**src/rtl/mips_ctrl_pkg.sv**
```systemverilog
// Shared MIPS control definitions: opcodes, multicycle state codes and datapath select encodings.
// Imported by both the single-cycle and multicycle control units.
package mips_ctrl_pkg;

  localparam int unsigned OPCODE_W = 6;
  localparam int unsigned STATE_BITS = 4;
  localparam int unsigned SEL_W = 2;

  localparam logic [OPCODE_W-1:0] OP_RTYPE = 6'd0;
  localparam logic [OPCODE_W-1:0] OP_J     = 6'd2;
  localparam logic [OPCODE_W-1:0] OP_BEQ   = 6'd4;
  localparam logic [OPCODE_W-1:0] OP_ADDI  = 6'd8;
  localparam logic [OPCODE_W-1:0] OP_LW    = 6'd35;
  localparam logic [OPCODE_W-1:0] OP_SW    = 6'd43;

  localparam logic [SEL_W-1:0] ALU_OP_ADD   = 2'b00;
  localparam logic [SEL_W-1:0] ALU_OP_SUB   = 2'b01;
  localparam logic [SEL_W-1:0] ALU_OP_FUNCT = 2'b10;

  localparam logic [SEL_W-1:0] SRC_B_REG    = 2'b00;
  localparam logic [SEL_W-1:0] SRC_B_FOUR   = 2'b01;
  localparam logic [SEL_W-1:0] SRC_B_IMM    = 2'b10;
  localparam logic [SEL_W-1:0] SRC_B_IMM_SH = 2'b11;

  localparam logic [SEL_W-1:0] PC_SRC_ALU    = 2'b00;
  localparam logic [SEL_W-1:0] PC_SRC_ALUOUT = 2'b01;
  localparam logic [SEL_W-1:0] PC_SRC_JUMP   = 2'b10;

  typedef enum logic [STATE_BITS-1:0] {
    ST_FETCH     = 4'd0,
    ST_DECODE    = 4'd1,
    ST_MEM_ADDR  = 4'd2,
    ST_MEM_READ  = 4'd3,
    ST_MEM_WB    = 4'd4,
    ST_MEM_WRITE = 4'd5,
    ST_R_EXEC    = 4'd6,
    ST_R_WB      = 4'd7,
    ST_I_EXEC    = 4'd8,
    ST_I_WB      = 4'd9,
    ST_BRANCH    = 4'd10,
    ST_JUMP      = 4'd11
  } state_t;

  // One cycle's worth of datapath controls before PC-enable merging and reset gating.
  typedef struct packed {
    logic             pc_write;
    logic             pc_write_cond;
    logic             i_or_d;
    logic             mem_read;
    logic             mem_write;
    logic             ir_write;
    logic             reg_dst;
    logic             mem_to_reg;
    logic             reg_write;
    logic             alu_src_a;
    logic [SEL_W-1:0] alu_src_b;
    logic [SEL_W-1:0] alu_op;
    logic [SEL_W-1:0] pc_source;
    logic             instr_done;
    logic             illegal_op;
  } ctrl_word_t;

  function automatic logic op_supported(input logic [OPCODE_W-1:0] op);
    return (op == OP_RTYPE) || (op == OP_J) || (op == OP_BEQ) ||
           (op == OP_ADDI) || (op == OP_LW) || (op == OP_SW);
  endfunction

endpackage

```
**src/rtl/mc_state_decode.sv**
```systemverilog
// Combinational Moore decode of the multicycle state into a control word.
// mem_ready qualifies the handshake states; illegal flags DECODE of an unsupported opcode.
module mc_state_decode
  import mips_ctrl_pkg::*;
(
  input  state_t     state,
  input  logic       mem_ready,
  input  logic       illegal,
  output ctrl_word_t ctrl
);

  always_comb begin
    ctrl = '0;
    case (state)
      ST_FETCH: begin
        ctrl.i_or_d    = 1'b0;
        ctrl.mem_read  = 1'b1;
        ctrl.alu_src_a = 1'b0;
        ctrl.alu_src_b = SRC_B_FOUR;
        ctrl.alu_op    = ALU_OP_ADD;
        ctrl.pc_source = PC_SRC_ALU;
        ctrl.ir_write  = mem_ready;
        ctrl.pc_write  = mem_ready;
      end
      // Branch target is precomputed here while the opcode is being decoded.
      ST_DECODE: begin
        ctrl.alu_src_a  = 1'b0;
        ctrl.alu_src_b  = SRC_B_IMM_SH;
        ctrl.alu_op     = ALU_OP_ADD;
        ctrl.illegal_op = illegal;
        ctrl.instr_done = illegal;
      end
      ST_MEM_ADDR: begin
        ctrl.alu_src_a = 1'b1;
        ctrl.alu_src_b = SRC_B_IMM;
        ctrl.alu_op    = ALU_OP_ADD;
      end
      ST_MEM_READ: begin
        ctrl.i_or_d   = 1'b1;
        ctrl.mem_read = 1'b1;
      end
      ST_MEM_WB: begin
        ctrl.reg_dst    = 1'b0;
        ctrl.mem_to_reg = 1'b1;
        ctrl.reg_write  = 1'b1;
        ctrl.instr_done = 1'b1;
      end
      ST_MEM_WRITE: begin
        ctrl.i_or_d     = 1'b1;
        ctrl.mem_write  = 1'b1;
        ctrl.instr_done = mem_ready;
      end
      ST_R_EXEC: begin
        ctrl.alu_src_a = 1'b1;
        ctrl.alu_src_b = SRC_B_REG;
        ctrl.alu_op    = ALU_OP_FUNCT;
      end
      ST_R_WB: begin
        ctrl.reg_dst    = 1'b1;
        ctrl.mem_to_reg = 1'b0;
        ctrl.reg_write  = 1'b1;
        ctrl.instr_done = 1'b1;
      end
      ST_I_EXEC: begin
        ctrl.alu_src_a = 1'b1;
        ctrl.alu_src_b = SRC_B_IMM;
        ctrl.alu_op    = ALU_OP_ADD;
      end
      ST_I_WB: begin
        ctrl.reg_dst    = 1'b0;
        ctrl.mem_to_reg = 1'b0;
        ctrl.reg_write  = 1'b1;
        ctrl.instr_done = 1'b1;
      end
      ST_BRANCH: begin
        ctrl.alu_src_a     = 1'b1;
        ctrl.alu_src_b     = SRC_B_REG;
        ctrl.alu_op        = ALU_OP_SUB;
        ctrl.pc_source     = PC_SRC_ALUOUT;
        ctrl.pc_write_cond = 1'b1;
        ctrl.instr_done    = 1'b1;
      end
      ST_JUMP: begin
        ctrl.pc_source  = PC_SRC_JUMP;
        ctrl.pc_write   = 1'b1;
        ctrl.instr_done = 1'b1;
      end
      default: ctrl = '0;
    endcase
  end

endmodule

```
**src/rtl/multicycle_control.sv**
```systemverilog
// Multicycle MIPS sequencing controller: state register, next-state logic and
// reset gating of the decoded control word. All outputs are combinational.
module multicycle_control
  import mips_ctrl_pkg::*;
#(
  parameter int unsigned STATE_W = 4
) (
  input  logic               clk,
  input  logic               rst_n,
  input  logic [5:0]         opcode,
  input  logic               zero,
  input  logic               mem_ready,
  output logic               pc_en,
  output logic               i_or_d,
  output logic               mem_read,
  output logic               mem_write,
  output logic               ir_write,
  output logic               reg_dst,
  output logic               mem_to_reg,
  output logic               reg_write,
  output logic               alu_src_a,
  output logic [1:0]         alu_src_b,
  output logic [1:0]         alu_op,
  output logic [1:0]         pc_source,
  output logic               illegal_op,
  output logic               instr_done,
  output logic [STATE_W-1:0] state
);

  state_t     state_q;
  state_t     state_d;
  ctrl_word_t ctrl;
  logic       illegal;

  assign illegal = !op_supported(opcode);

  always_ff @(posedge clk or negedge rst_n) begin
    if (!rst_n) state_q <= ST_FETCH;
    else        state_q <= state_d;
  end

  // Opcode is only consulted in DECODE and MEM_ADDR.
  always_comb begin
    state_d = state_q;
    case (state_q)
      ST_FETCH:     if (mem_ready) state_d = ST_DECODE;
      ST_DECODE: begin
        case (opcode)
          OP_LW, OP_SW: state_d = ST_MEM_ADDR;
          OP_RTYPE:     state_d = ST_R_EXEC;
          OP_ADDI:      state_d = ST_I_EXEC;
          OP_BEQ:       state_d = ST_BRANCH;
          OP_J:         state_d = ST_JUMP;
          default:      state_d = ST_FETCH;
        endcase
      end
      ST_MEM_ADDR:  state_d = (opcode == OP_LW) ? ST_MEM_READ : ST_MEM_WRITE;
      ST_MEM_READ:  if (mem_ready) state_d = ST_MEM_WB;
      ST_MEM_WB:    state_d = ST_FETCH;
      ST_MEM_WRITE: if (mem_ready) state_d = ST_FETCH;
      ST_R_EXEC:    state_d = ST_R_WB;
      ST_R_WB:      state_d = ST_FETCH;
      ST_I_EXEC:    state_d = ST_I_WB;
      ST_I_WB:      state_d = ST_FETCH;
      ST_BRANCH:    state_d = ST_FETCH;
      ST_JUMP:      state_d = ST_FETCH;
      default:      state_d = ST_FETCH;
    endcase
  end

  mc_state_decode u_decode (
    .state     (state_q),
    .mem_ready (mem_ready),
    .illegal   (illegal),
    .ctrl      (ctrl)
  );

  // While reset is low every write strobe and pulse is suppressed and a fetch read is requested.
  assign pc_en      = rst_n & (ctrl.pc_write | (ctrl.pc_write_cond & zero));
  assign ir_write   = rst_n & ctrl.ir_write;
  assign mem_write  = rst_n & ctrl.mem_write;
  assign reg_write  = rst_n & ctrl.reg_write;
  assign mem_read   = ~rst_n | ctrl.mem_read;
  assign instr_done = rst_n & ctrl.instr_done;
  assign illegal_op = rst_n & ctrl.illegal_op;

  assign i_or_d     = ctrl.i_or_d;
  assign reg_dst    = ctrl.reg_dst;
  assign mem_to_reg = ctrl.mem_to_reg;
  assign alu_src_a  = ctrl.alu_src_a;
  assign alu_src_b  = ctrl.alu_src_b;
  assign alu_op     = ctrl.alu_op;
  assign pc_source  = ctrl.pc_source;
  assign state      = STATE_W'(state_q);

endmodule

```
**config.mk**
```make
export PLATFORM = sky130hd
export DESIGN_NAME = multicycle_control
export DESIGN_NICKNAME = d
export VERILOG_FILES = /design/src/rtl/mips_ctrl_pkg.sv /design/src/rtl/mc_state_decode.sv /design/src/rtl/multicycle_control.sv
export SDC_FILE = /design/constraint.sdc
export NUM_CORES = 1
export LEC_CHECK = 0
export ABC_AREA = 1
export CORE_ASPECT_RATIO = 0.9
export CORE_MARGIN = 2
export CORE_UTILIZATION = 36
export CTS_BUF_LIST = sky130_fd_sc_hd__clkbuf_8
export CTS_CLUSTER_SIZE = 28
export DETAILED_ROUTE_END_ITERATION = 12
export GPL_TIMING_DRIVEN = 0
export PLACE_DENSITY = 0.77
export SETUP_SLACK_MARGIN = 0.2
export SYNTH_ARGS = -nofsm -noshare
export SYNTH_HDL_FRONTEND = slang
export SYNTH_SLANG_ARGS = --single-unit
export TNS_END_PERCENT = 1
```
**constraint.sdc**
```tcl
create_clock -name clk -period 1.5 [get_ports clk]
set_input_delay 0.375 -clock clk [delete_from_list [all_inputs] [get_ports clk]]
set_output_delay 0.375 -clock clk [all_outputs]
set_load 0.005 [all_outputs]
```
# Yosys cells after proc, flatten, opt, wreduce, memory -nomap -nowiden
# Cells that the tools add are included.
[word_totals] ff_bits=4 latchBits=0 mem_bits_rw=0 mem_bits_ro=0 inputBits=10 output_inout_bits=21 memories=0
[classes] addsub=0 mul=0 n_div=0 magnitude_cmp=0 n_eq_ne=19 n_shift=0 n_mux=17 bitwise=10 reduce_logical=14
[op_table] operator="one-hot mux 4 bit (7 select lines)" n=1
[op_table] operator="one-hot mux 5 bit (5 select lines)" n=1
[op_table] operator="one-hot mux 4 bit (5 select lines)" n=1
[op_table] operator="== test 4 x 3 -> 1 bit, second input constant" n=4
[op_table] operator="== test 4 bit, second input constant" n=4
[op_table] operator="== test 6 bit, second input constant" n=2
[op_table] operator="two-way mux 4 bit" n=3
[op_table] operator="one-hot mux 3 bit (3 select lines)" n=1
[op_table] operator="== test 4 x 2 -> 1 bit, second input constant" n=2
[op_table] operator="OR reduction 2 bit" n=4
[op_table] operator="AND 1 bit" n=7
[op_table] operator="== test 6 x 2 -> 1 bit, second input constant" n=1
[op_table] operator="== test 6 x 3 -> 1 bit, second input constant" n=1
[op_table] operator="== test 6 x 4 -> 1 bit, second input constant" n=1
[op_table] operator="zero test 6 bit" n=1
[op_table] operator="two-way mux 1 bit" n=6
[op_table] operator="!= test 2 bit, second input constant" n=3
[op_table] operator="logical OR 1 bit" n=5
[op_table] operator="OR reduction 5 bit" n=1
[op_table] operator="== test 4 x 1 -> 1 bit, second input constant" n=1
[op_table] operator="zero test 4 bit" n=1
[op_table] operator="one-hot mux 2 bit (2 select lines)" n=1
[op_table] operator="two-way mux 3 bit" n=1
[op_table] operator="one-hot mux 1 bit (3 select lines)" n=1
[op_table] operator="other kinds (5)" n=6

# Depth between registers and ports, before layout
# Gate-level depths: netlist (run 1).
[depth] ltp_word=9 depth_mapped=8 mapped_depth_nobuf=8

# Modules after synthesis
# A second synthesis (run 1) with hierarchy kept.
[hier_totals] hier_cells=131 area_unflattened_um2=691.9
[by_module_without_submodules] module="multicycle_control" instances=1 cells_per_inst=85 area_each_um2=459.2
[by_module_without_submodules] module="mc_state_decode" instances=1 cells_per_inst=46 area_each_um2=232.7

# Least setup slack after synthesis (run 1)
# OpenSTA, ideal clock, no wires.
[synth_path] path_type="reg-to-output" start="register state_q[2], in the netlist state[2]" end="output instr_done" arrival_ns=1.109 slack_ns=0.016 path_stages_with_launch=8 cell_sequence="dfrtp_1 > nor2_1 > inv_2 > nor2_2 > inv_2 > nor2_1 > nand3_1 > nand2_1"
[synth_via] elab_chain_cells=4 elab_cells_between_ends=10
[synth_rtl] item="from (decl)" line="multicycle_control.sv:30" source="state_t state_q;"
[synth_rtl] item="from (signal assigned)" line="multicycle_control.sv:39" source="else state_q <= state_d;"
[synth_rtl] item="== test 4 x 3 -> 1 bit / == test 4 bit (equally long branches)" line="mc_state_decode.sv:14" source="case (state)"
[synth_rtl] item="OR reduction 5 bit (no source line)"
[synth_rtl] item="one-hot mux 1 bit (3 select lines) (*)" line="mc_state_decode.sv:14"
[synth_rtl] item="AND 1 bit (*)" line="multicycle_control.sv:84" source="assign instr_done = rst_n & ctrl.instr_done;"
[synth_rtl] item="to (decl)" line="multicycle_control.sv:26" source="output logic instr_done,"
# Every way passes the cells marked *; elsewhere a longest branch is shown, timed or not.

# Final worst setup path (run 1)
[layout_path] start="register state_q[2], in the netlist state[2]" end="output alu_src_a"
[layout_via] elab_chain_cells=3 elab_cells_between_ends=8
[layout_rtl] item="== test 4 x 2 -> 1 bit / == test 4 bit (equally long branches)" line="mc_state_decode.sv:14"
[layout_rtl] item="OR reduction 2 bit (no source line)"
[layout_rtl] item="one-hot mux 5 bit (5 select lines) (*)" line="mc_state_decode.sv:14"
[layout_rtl] item="to (decl)" line="multicycle_control.sv:21" source="output logic alu_src_a,"
# Marked as above.

==> flow_summary.ini, run 1 <==
[outcome]
status = finished with violations
violations = setup timing

[die]
die_w_um = 46.5
core_um2 = 1480
pin_count = 31
rows = 13
dieArea_um2 = 1970
fp.dieH_um = 42.3
start_util_pct = 39.6

[clocking]
cts_max_path_buffers = 2
cts_tree = built
root_buffer = clkbuf_8
cts_buffers = 3
clock_latency_ns = 0.22
h-tree-depth = 1
holdBufCountCts = 0
clock-sinks = 4
clk_pin_slew_worst_paths_ns = 0.04

[place]
dp_hpwl_um = 1270
port_buffers = 30
finalWeightedCongestion = 0.839

[pwr]
comb_power_share_pct = 73.1
internal-power_uw = 879
clockPowerShare_pct = 15.2
switching_share_pct = 46.6
seq_power_share_pct = 11.7
total_leakage_power_uw = 0.000722
p_sw_uw = 768
peakVddDrop_mv = 0.760
powerDensity_nw_per_um2 = 1300

[logic_synthesis]
yosysWarnings = 0
syn_inst = 110
synth_seq_cells = 4
ys_seq_area_share_pct = 17.1
syn_avg_cell_area_um2 = 5.32
yosysUniqueCellTypes = 17
syn-num-nets = 120
synth_area_um2 = 586

[timing]
grt_setup_unrepaired = true
finalHoldViolCount = 0
hold_ws_ns = 0.176
finalClockSkew_ns = 0.00450
worst_slack_ns = -0.404
worst_pin_slew_ns = 0.390
drv_slew = 0
fin_crit_ns = 1.90
finalSetupTns_ns = -4.33
fin_crit_sh_pct = 127
slew-limit-headroom_pct = 74.0
max_clock_freq_mhz = 525
finalSetupViolations = 16

[setup_path]
required_ns = 1.12
rr_worst_depth = 9
crit_family = flip-flops
rr_endpoint = state[0]
path_class = flip-flop to primary output
critPathMaxStageDelay_ns = 0.45
cp_cell_sequence = buf_12 -> nor2_4 -> buf_6 -> nand2_4 -> nand2_1 -> nor2_1 -> o21ai_1 -> buf_2
cp_max_fo = 4
crit_buf_inv = 3
worstPathArrival_ns = 1.53
start_kind = flip-flop
rr_startpoint = state[3]
rrSetupSlack_ns = 0.02
cp-end-kind = primary output
worst_path_max_delay_cell = dfrtp_2

[drt]
routed_wl_um = 3240
wl_per_cell_um = 17.3
drt_iter0_markers = 36
antenna_left = 0
vias = 1057
drtPass1Iterations = 4
drc = 0
via_per_inst = 5.62

[layout]
syn_to_final_growth_pct = 117
largest_reg_flops = 4
final_common_cell = nand2_1
diodes = 0
final_cell_mix = nand2_1 (19), nor2_1 (14), buf_4 (12)
num-nets-final = 177
drive_gt1_share_pct = 55.4

[global_route]
grt_pass1_vias = 870
grt_pass1_wl_um = 3900
grt_max_degree = 9
antenna_found_initial = 0
overflow = 0
grt_usage_pct = 28.2

[hold_path]
hp-class = input port to asynchronous set/reset pin

[run]
max_cap_viol_count = 0
[metrics by stage]
stage / utilization, % / cells / setup WS (ns) / instance area [um^2] / total power, uW
detailed placement: 62.8 / 162 / -0.844 / 930 / 878
finish: 85.8 / 188 / -0.404 / 1270 / 1650
floorplan: - / 110 / 0.0832 / 602 / 575
CTS: 80.1 / 185 / -0.330 / 1180 / 1390
global route: 85.8 / 188 / -0.476 / 1270 / 1710
global placement: 62.8 / 162 / -0.847 / 930 / 871
[per-layer routing]
metal	GRT usage, %	vias up	wire length (um)
met4	13.1	0	201
li1	-	454	-
met1	31.0	483	1210
met3	3.45	29	269
met5	0	-	0
met2	50.8	91	1560
[layout make-up]
cell class / instances / area (um^2)
repair buffers: 52 / 455
inverters: 24 / 96.3
clock inverters: 1 / 3.75
fillers: 81 / 210
multi-input cells: 82 / 541
well taps: 22 / 27.5
clock buffers: 3 / 41.3
flip-flops and latches: 4 / 105
[what timing repair did]
item	4_1_cts	5_1_grt
buffers inserted	19	3
setup endpoints to repair	24	24
pin swaps	24	15
resized for setup	106	22
[cell families after synthesis]
| kind of cell | Yosys count | share of synthesized area (%) |
|---|---|---|
| AOI/OAI and AO/OA | 8 | 7.26 |
| DFF | 4 | 17.1 |
| buffers and inverters | 24 | 15.6 |
| and+or+nand+nor | 74 | 60.0 |
[worst max path at each step]
stage / from / end / slack [ns] / cells after the start
3_3_place_gp: rst_n / instr_done / -0.85 / 6
3_5_place_dp: rst_n / instr_done / -0.84 / 6
6_report: state[2] / alu_src_a / -0.40 / 8
5_1_grt: state[2] / instr_done / -0.48 / 9
4_1_cts: state[0] / instr_done / -0.33 / 9
2_1_floorplan: state[1] / instr_done / 0.08 / 7
[Yosys cell counts]
library cell	n	area, um^2
a21oi_1	2	10.0
a22oi_1	1	7.51
clkinv_2	1	5.00
dfrtp_1	4	100
inv_1	15	56.3
inv_2	8	30.0
nand2_1	25	93.8
nand2_2	3	18.8
nand2_4	1	11.3
nand3_1	13	65.1
nand3_2	1	10.0
nand3b_1	1	7.51
nor2_1	21	78.8
nor2_2	7	43.8
nor2_4	2	22.5
o21ai_0	4	20.0
o21ai_1	1	5.00
[power groups by stage]
| stage | logic (uW) | clock network [uW] | registers, uW |
|---|---|---|---|
| 5_1_grt | 1260 | 256 | 194 |
| 3_3_place_gp | 674 | 0 | 197 |
| 4_1_cts | 960 | 240 | 195 |
| 6_report | 1200 | 250 | 193 |
| 3_5_place_dp | 682 | 0 | 197 |
| 2_1_floorplan | 386 | 0 | 189 |
Note: power is estimated with default switching activity, not from simulation.
==> inputs of run 2 (changes only) <==
--- a/config.mk
+++ b/config.mk
@@ -15,6 +15,7 @@
 export GPL_TIMING_DRIVEN = 0
 export PLACE_DENSITY = 0.77
 export SETUP_SLACK_MARGIN = 0.2
+export SKIP_LAST_GASP = 1
 export SYNTH_ARGS = -nofsm -noshare
 export SYNTH_HDL_FRONTEND = slang
 export SYNTH_SLANG_ARGS = --single-unit
==> run 2 against run 1 <==
The run still ends with setup timing left. Final cell count is 0.53% lower. Sequential share of layout area up 0.28 points. First-iteration DRC count down 19%. Global-route usage shrank 1.4 points. Fmax decreased by 2.4%. Clock skew increased by 0.0012 ns. Wire length decreased by 10%. Power decreased by 8.6%. Largest power group unchanged. Die area unchanged. Utilization fell by 2.8 points.
==> flow_summary.ini, run 2 (synthesized netlist as in run 1, its figures left out) <==
[global_route]
grt_usage_pct = 26.8
grt_pass1_vias = 896
overflow = 0
antenna_found_initial = 0
grt_max_degree = 9
grt_pass1_wl_um = 3780

[layout]
largest_reg_flops = 4
drive_gt1_share_pct = 44.2
syn_to_final_growth_pct = 110
diodes = 0
final_cell_mix = dlygate4sd2_1 (20), nand2_1 (19), nor2_1 (17), buf_4 (16)
stdcell_area_um2 = 1230
n_fill_cell = 94
final_common_cell = dlygate4sd2_1
num-nets-final = 176

[clocking]
clk_pin_slew_worst_paths_ns = 0.04
root_buffer = clkbuf_8
cts_max_path_buffers = 2
clock-sinks = 4
clock_latency_ns = 0.22
h-tree-depth = 1
cts_tree = built
cts_buffers = 3
holdBufCountCts = 0

[timing]
grt_setup_unrepaired = true
finalSetupViolations = 21
worst_slack_ns = -0.450
slew-limit-headroom_pct = 74.7
hold_ws_ns = 0.176
drv_slew = 0
worst_pin_slew_ns = 0.380
fin_crit_sh_pct = 130
fin_crit_ns = 1.95
finalSetupTns_ns = -6.03
finalHoldViolCount = 0
finalClockSkew_ns = 0.00569
max_clock_freq_mhz = 513

[die]
start_util_pct = 39.6
core_um2 = 1480
fp.dieH_um = 42.3
dieArea_um2 = 1970
die_w_um = 46.5
rows = 13
pin_count = 31

[setup_path]
worstPathArrival_ns = 1.58
crit_family = flip-flops
start_kind = flip-flop
crit_buf_inv = 3
path_class = flip-flop to primary output
cp-end-kind = primary output
required_ns = 1.12
cp_cell_sequence = buf_4 -> nand2_4 -> nor2_4 -> inv_2 -> nand2_1 -> nor2_1 -> o21ai_0 -> buf_2
worst_path_max_delay_cell = dfrtp_2
critPathMaxStageDelay_ns = 0.47
cp_max_fo = 7

[place]
dpl_cell_area_um2 = 930
dp_slack_ns = -0.844
dp_hpwl_um = 1270
port_buffers = 30
finalWeightedCongestion = 0.839

[hold_path]
hp-class = input port to asynchronous set/reset pin

[pwr]
clockPowerShare_pct = 16.0
seq_power_share_pct = 13.4
total_leakage_power_uw = 0.000706
switching_share_pct = 45.1
peakVddDrop_mv = 0.789
p_sw_uw = 679
internal-power_uw = 827
comb_power_share_pct = 70.6
powerDensity_nw_per_um2 = 1230
total_power_uw = 1510

[drt]
routed_wl_um = 2920
drc = 0
wl_per_cell_um = 15.6
drt_iter0_markers = 29
drtPass1Iterations = 4
via_per_inst = 5.08
vias = 950
antenna_left = 0

[outcome]
status = finished with violations
violations = setup timing

[run]
max_cap_viol_count = 0
run 2: cell types whose count changed in the layout (fill, tap and decap cells not counted), moves of 2 or more:
cell / change
buf_6: -8
dlygate4sd2_1: +9
buf_4: +4
nor2_2: -3
clkdlybuf4s50_1: +4
buf_2: -6
clkbuf_2: -2
nor2_1: +3
run 2: timing repair:
| item | 4_1_cts | 5_1_grt |
|---|---|---|
| pin swaps | 19 | 3 |
| cloned | 0 | 0 |
| resized for setup | 70 | 7 |
| setup buffers | 19 | 2 |
| endpoints found under the setup margin | 24 | 24 |
run 2: through the flow:
| step | utilization, % | instances |
|---|---|---|
| 2_1_floorplan | - | 110 |
| 3_3_place_gp | 62.8 | 162 |
| 3_5_place_dp | 62.8 | 162 |
| 4_1_cts | 79.9 | 185 |
| 5_1_grt | 83.0 | 187 |
| 6_report | 83.0 | 187 |
run 2: path summary, 6_finish.rpt:
kind | startpoint | endpoint | slack, ns | cells after the start
setup / recovery | state[1] | alu_src_a | -0.45 | 8
hold / removal | rst_n | state[1] | 0.18 | 1
setup reg to reg | state[2] | state[0] | 0.01 | 9
hold reg to reg | state[0] | state[0] | 0.74 | 3
min in group clk | state[0] | state[0] | 0.74 | 3
max in group asynchronous | rst_n | state[2] | 1.02 | 1
run 2: power by group through the flow:
stage / clock [uW] / sequential, uW / combinational (uW)
floorplan: 0 / 189 / 386
global placement: 0 / 197 / 674
detailed placement: 0 / 197 / 682
CTS: 240 / 195 / 929
global route: 248 / 204 / 1120
finish: 241 / 201 / 1060
run 2: final cells by class:
cell class,count,area (um^2),share of cell area [%]
Multi-Input combinational cell,82,510,41.5
Timing Repair Buffer,51,444,36.2
Sequential cell,4,105,8.55
Inverter,24,96.3,7.84
Clock buffer,3,41.3,3.36
Tap cell,22,27.5,2.24
Clock inverter,1,3.75,0.305
run 2: layer usage:
layer	track usage [%]	vias to the layer above	share of wire (%)
li1	-	445	-
met1	28.2	434	38
met2	50.0	53	50
met3	2.16	18	6.4
met4	13.1	0	5.7
met5	0	-	0
run 2: worst register-to-register path, stage by stage (launching register included):
cell	delay (ns)
dfrtp_2	0.45
nor2_4	0.18
inv_4	0.08
nor2_4	0.13
inv_2	0.05
buf_4	0.13
buf_4	0.13
o21ai_1	0.15
nand2_1	0.07
nand2_1	0.05
